<file path="src/rtl/forney_eval_pipe.sv">
// Two-stage Forney error-value evaluator, y = num*phase*inv(den) over GF(2^10).
// Define FORNEY_CW_STATS_EN to add per-codeword error count and fail outputs.
module forney_eval_pipe #(
   parameter int    W        = 10,
   parameter int    POS_W    = 10,
   parameter int    LANES    = 2,
   parameter string MEM_PATH = "../rtl/gf1024_inv_table.mem"
) (
   input  logic                   clk_i,
   input  logic                   rst_i,
   input  logic                   in_vld_i,
   output logic                   in_rdy_o,
   input  logic [LANES-1:0]       in_lane_en_i,
   input  logic                   in_last_i,
   input  logic [LANES*POS_W-1:0] in_pos_i,
   input  logic [LANES*W-1:0]     in_num_i,
   input  logic [LANES*W-1:0]     in_den_i,
   input  logic [LANES*W-1:0]     in_phase_i,
   output logic                   out_vld_o,
   input  logic                   out_rdy_i,
   output logic [LANES-1:0]       out_lane_en_o,
   output logic                   out_last_o,
   output logic [LANES*POS_W-1:0] out_pos_o,
   output logic [LANES*W-1:0]     out_y_o,
   output logic [LANES-1:0]       out_den_zero_o
`ifdef FORNEY_CW_STATS_EN
   ,
   output logic [$clog2(LANES*64+1)-1:0] out_err_cnt_o,
   output logic                          out_cw_fail_o
`endif
);

   // Inverse is a^(2^W-2), the same mapping as the MEM_PATH image.
   if (MEM_PATH == "") begin : g_no_img
   end

   localparam logic [W-1:0] RED = W'(11'h409);

   function automatic logic [W-1:0] gf_mul(input logic [W-1:0] a,
                                           input logic [W-1:0] b);
      logic [W-1:0] p;
      p = '0;
      for (int i = W - 1; i >= 0; i--) begin
         p = {p[W-2:0], 1'b0} ^ (p[W-1] ? RED : '0);
         if (b[i]) p = p ^ a;
      end
      return p;
   endfunction

   function automatic logic [W-1:0] gf_inv(input logic [W-1:0] a);
      logic [W-1:0] s;
      logic [W-1:0] r;
      s = a;
      r = W'(1);
      for (int i = 1; i < W; i++) begin
         s = gf_mul(s, s);
         r = gf_mul(r, s);
      end
      return r;
   endfunction

   logic                   a_vld_q;
   logic [LANES*W-1:0]     a_pre_q, a_inv_q;
   logic [LANES*POS_W-1:0] a_pos_q;
   logic [LANES-1:0]       a_en_q;
   logic                   a_last_q;

   logic                   b_vld_q;
   logic [LANES*W-1:0]     b_y_q;
   logic [LANES*POS_W-1:0] b_pos_q;
   logic [LANES-1:0]       b_en_q, b_dz_q;
   logic                   b_last_q;

   logic [LANES*W-1:0]     pre_d, inv_d, y_d;
   logic [LANES-1:0]       dz_d;
   logic                   b_rdy, in_fire, b_fire;

   assign b_rdy    = !b_vld_q | out_rdy_i;
   assign in_rdy_o = !a_vld_q | b_rdy;
   assign in_fire  = in_vld_i & in_rdy_o;
   assign b_fire   = a_vld_q & b_rdy;

   // Stage A arithmetic: num*phase product and den inverse per lane.
   always_comb begin
      pre_d = '0;
      inv_d = '0;
      for (int k = 0; k < LANES; k++) begin
         pre_d[k*W +: W] = gf_mul(in_num_i[k*W +: W], in_phase_i[k*W +: W]);
         inv_d[k*W +: W] = gf_inv(in_den_i[k*W +: W]);
      end
   end

   // Stage B arithmetic: y = pre*inv, zeroed for empty lanes or den==0.
   always_comb begin
      y_d  = '0;
      dz_d = '0;
      for (int k = 0; k < LANES; k++) begin
         dz_d[k] = a_en_q[k] & (a_inv_q[k*W +: W] == '0);
         if (a_en_q[k] && a_inv_q[k*W +: W] != '0)
            y_d[k*W +: W] = gf_mul(a_pre_q[k*W +: W], a_inv_q[k*W +: W]);
      end
   end

   // Stage A register: load on accept, empty when drained into stage B.
   always_ff @(posedge clk_i) begin
      if (rst_i) begin
         a_vld_q  <= 1'b0;
         a_pre_q  <= '0;
         a_inv_q  <= '0;
         a_pos_q  <= '0;
         a_en_q   <= '0;
         a_last_q <= 1'b0;
      end else if (in_fire) begin
         a_vld_q  <= 1'b1;
         a_pre_q  <= pre_d;
         a_inv_q  <= inv_d;
         a_pos_q  <= in_pos_i;
         a_en_q   <= in_lane_en_i;
         a_last_q <= in_last_i;
      end else if (b_fire) begin
         a_vld_q  <= 1'b0;
      end
   end

   // Stage B register: output beat, held while downstream stalls.
   always_ff @(posedge clk_i) begin
      if (rst_i) begin
         b_vld_q  <= 1'b0;
         b_y_q    <= '0;
         b_pos_q  <= '0;
         b_en_q   <= '0;
         b_dz_q   <= '0;
         b_last_q <= 1'b0;
      end else if (b_fire) begin
         b_vld_q  <= 1'b1;
         b_y_q    <= y_d;
         b_pos_q  <= a_pos_q;
         b_en_q   <= a_en_q;
         b_dz_q   <= dz_d;
         b_last_q <= a_last_q;
      end else if (out_rdy_i) begin
         b_vld_q  <= 1'b0;
      end
   end

   assign out_vld_o      = b_vld_q;
   assign out_y_o        = b_y_q;
   assign out_pos_o      = b_pos_q;
   assign out_lane_en_o  = b_en_q;
   assign out_den_zero_o = b_dz_q;
   assign out_last_o     = b_last_q;

`ifdef FORNEY_CW_STATS_EN
   localparam int CW = $clog2(LANES*64+1);

   function automatic logic [CW-1:0] popc(input logic [LANES-1:0] m);
      logic [CW-1:0] c;
      c = '0;
      for (int k = 0; k < LANES; k++) c = c + CW'(m[k]);
      return c;
   endfunction

   logic [CW-1:0] acc_q, cnt_q, sum_sat;
   logic [CW:0]   sum_raw;
   logic          acc_fail_q, fail_q, fail_d;

   assign sum_raw = {1'b0, acc_q} + {1'b0, popc(a_en_q)};
   assign sum_sat = sum_raw[CW] ? '1 : sum_raw[CW-1:0];
   assign fail_d  = acc_fail_q | (|dz_d);

   // Codeword accumulators advance with each beat entering the output stage.
   always_ff @(posedge clk_i) begin
      if (rst_i) begin
         acc_q      <= '0;
         acc_fail_q <= 1'b0;
         cnt_q      <= '0;
         fail_q     <= 1'b0;
      end else if (b_fire) begin
         cnt_q      <= sum_sat;
         fail_q     <= fail_d;
         acc_q      <= a_last_q ? '0 : sum_sat;
         acc_fail_q <= a_last_q ? 1'b0 : fail_d;
      end
   end

   assign out_err_cnt_o = cnt_q;
   assign out_cw_fail_o = fail_q;
`endif

endmodule

</file>
<file path="config.mk">
export PLATFORM = sky130hd
export DESIGN_NAME = forney_eval_pipe
export DESIGN_NICKNAME = d
export VERILOG_FILES = /design/src/rtl/forney_eval_pipe.sv
export SDC_FILE = /design/constraint.sdc
export NUM_CORES = 2
export LEC_CHECK = 0
export ABC_AREA = 1
export CORE_ASPECT_RATIO = 1.75
export CORE_MARGIN = 2
export CORE_UTILIZATION = 60
export CTS_BUF_LIST = sky130_fd_sc_hd__clkbuf_16
export DETAILED_ROUTE_END_ITERATION = 10
export PLACE_DENSITY_LB_ADDON = 0.25
export SKIP_LAST_GASP = 1
export SLEW_MARGIN = 40
export SYNTH_ARGS = -nofsm -noshare
export SYNTH_HDL_FRONTEND = slang
export SYNTH_SLANG_ARGS = --single-unit
</file>
<file path="constraint.sdc">
create_clock -name clk_i -period 16 [get_ports clk_i]
set_input_delay 3.2 -clock clk_i [delete_from_list [all_inputs] [get_ports clk_i]]
set_output_delay 3.2 -clock clk_i [all_outputs]
set_load 0.05 [all_outputs]
</file>
==> results_dict.tcl <==
set metrics [dict create \
    grt_max_degree 58 \
    cts_root_buf "clkbuf_16" \
    area_delta_synth_final_pct 7.43 \
    ys_ff_latch 110 \
    antenna_found_initial 2 \
    fin_skew_ps 11.1 \
    crit_path_start_kind "input pin" \
    hold_viol 0 \
    clock_latency_ps 380 \
    postCtsHoldBufs 0 \
    status "completed" \
    critical_path.max_stage_delay_ps 510 \
    die_area_um2 78200 \
    grt_pass1_wl_mm 254 \
    drive_above_1_share_pct 10.7 \
    cp-startpoint "in_den_i[9]" \
    grt_usage_pct 39.5 \
    grt_overflow 0 \
    worst_pin_slew_ps 882 \
    cp_slowest_cell "nor2_1" \
    wl_met1_mm 52.6 \
    end_kind "register" \
    start_util_pct 60.6 \
    hold_slack_ps 462 \
    maxSlewViolCount 0 \
    routed_wl_mm 159 \
    avgViaCountPerCell 5.62 \
    fin_crit_ps 14910 \
    yosysUniqueCellTypes 59 \
    wl_met2_mm 76.8 \
    max_cap_violations 0 \
    fin_tns_setup_ps 0 \
    drc 0 \
    cts_buffers 9 \
    num-nets-final 9126 \
    r2r-start "out_vld_o" \
    cts_tree "built" \
    grt_pass1_vias 53100 \
    postLayoutCoreUtil_pct 65.1 \
    seq_area_frac_synth_pct 4.83 \
    min_path_type "register to register" \
    period_share_pct 93.2 \
    met3_wirelength_mm 12.3 \
    place_area_um2 48100 \
    rr_worst_depth 9 \
    setup_viol 0 \
    max-clock-path-buffers 2 \
    syn_area_per_cell_um2 5.10 \
    drt_first_pass_iters 8 \
    synth_area_um2 45600 \
    wire_per_inst_um 15.8 \
    cts_htree_levels 3 \
    syn_nets 9034 \
    synth_top_flop_cell "dfxtp_1" \
    whs_path_depth 2 \
    core_area_um2 75200 \
    synth_edf_count 0 \
    path_class "input pin to register" \
    hold_path_end "a_en_q[0]" \
    io_buffer_count 133 \
    synth-async-reset-ratio_pct 0 \
    gp_congestion 1.03 \
    drtIter0Drc 4197 \
    arrival_ps 15180 \
    vias 56400 \
    ys_warn_count 0 \
    die-height_um 369 \
    route.top_layer_used "met4" \
    fmax_mhz 67.1 \
    place_hpwl_mm 121 \
    netlist_instances 8931 \
    cts_sinks 110 \
    antenna_left 0 \
    row_count 133 \
    slew_headroom_pct 41.2 \
    r2r-end "out_y_o[11]" \
    worstHoldStart "a_en_q[0]" \
    num-fill-cells 7746 \
    final_design_area_no_fill_um2 48900 \
    die_x_um 212 \
    ios 134 \
    cp_max_fo 14 \
    crit_top_cell "nand2_1" \
    cp_data_required_time_ps 16280 \
    cts.clk_slew.worst_paths_ps 80 \
    reg2reg_slack_ps 13500 \
]
-- worst max path at each step --
stage	to	cells past startpoint
global route	a_inv_q[6]	118
finish	a_inv_q[6]	101
detailed placement	a_inv_q[6]	121
CTS	a_inv_q[6]	121
floorplan	a_inv_q[11]	77
global placement	a_inv_q[6]	121
-- cell type report --
type	count	area [um^2]	share of cell area (%)
Tap cell	1012	1270	2.59
Timing Repair Buffer	392	3410	6.97
Clock buffer	9	225	0.460
Sequential cell	110	2200	4.50
Clock inverter	7	90.1	0.184
Inverter	1174	4440	9.07
Antenna cell	3	7.51	0.0153
Multi-Input combinational cell	7336	37300	76.2
-- stage by stage --
| step | instances | setup WS [ps] |
|---|---|---|
| 2_1_floorplan | 8931 | 2850 |
| 3_3_place_gp | 10000 | 796 |
| 3_5_place_dp | 10000 | 498 |
| 4_1_cts | 10000 | 865 |
| 5_1_grt | 10000 | -93.6 |
| 6_report | 10000 | 1090 |
-- critical path, delay by kind of cell --
family,cells,cell delay (ps)
AOI/OAI and AO/OA,1,150
buffers and inverters,11,1630
adders and majority gates,1,300
and+or+nand+nor,84,8790
xor gates and xnor gates,4,1040
-- sequential cells by signal (all words and copies together), names as in the netlist --
register / flops
a_pre_q: 20
a_pos_q: 20
out_vld_o: 1
out_last_o: 1
out_y_o: 20
a_vld_q: 1
out_den_zero_o: 2
a_inv_q: 20
a_last_q: 1
out_lane_en_o: 2
out_pos_o: 20
a_en_q: 2
-- logic make-up after synthesis --
family                   Yosys count  synth area share [%]
AO/OA/AOI/OAI                    325                  4.00
buffers and inverters           1487                  14.3
XOR/XNOR                         917                  18.1
adder cells (fa/ha/maj)           16                 0.439
flip-flops                       110                  4.83
AND/OR/NAND/NOR                 6076                  58.3
-- cell usage after synthesis, types with 84 or more instances --
master,number,area share [%]
nand2_1,3551,29
nand3_1,1133,12
inv_1,989,8.1
nor2_1,734,6.0
xor2_1,504,9.7
xnor2_1,395,7.6
nand2_2,271,3.7
inv_2,156,1.3
clkbuf_1,148,1.2
nand3b_1,122,2.0
o21ai_0,114,1.3
dfxtp_1,110,4.8
a21oi_1,84,0.92
-- layout by cell type (no fill, tap or decap), types with 80 or more instances in the layout --
master           count
clkdlybuf4s50_1    128
buf_4              249
xnor2_1            388
inv_2              155
nor2_1             730
nand2_1           3534
inv_1              985
nand3_1           1123
o21ai_0            112
xor2_1             497
nand2_2            255
a21oi_1             80
nand3b_1           122
dfxtp_1            110
-- per-layer routing --
metal  vias up  track usage (%)
met5         -                0
met4         0             37.9
li1      27600                -
met2      2673             71.4
met3      1156             7.25
met1     25000             36.8
-- what timing repair did --
action	CTS	global route
setup endpoints to repair	0	20
buffers inserted	0	14
resized for setup	0	92
Power is not shown: default switching activity piles up to over one toggle a cycle in this logic, so the estimate is an artifact.
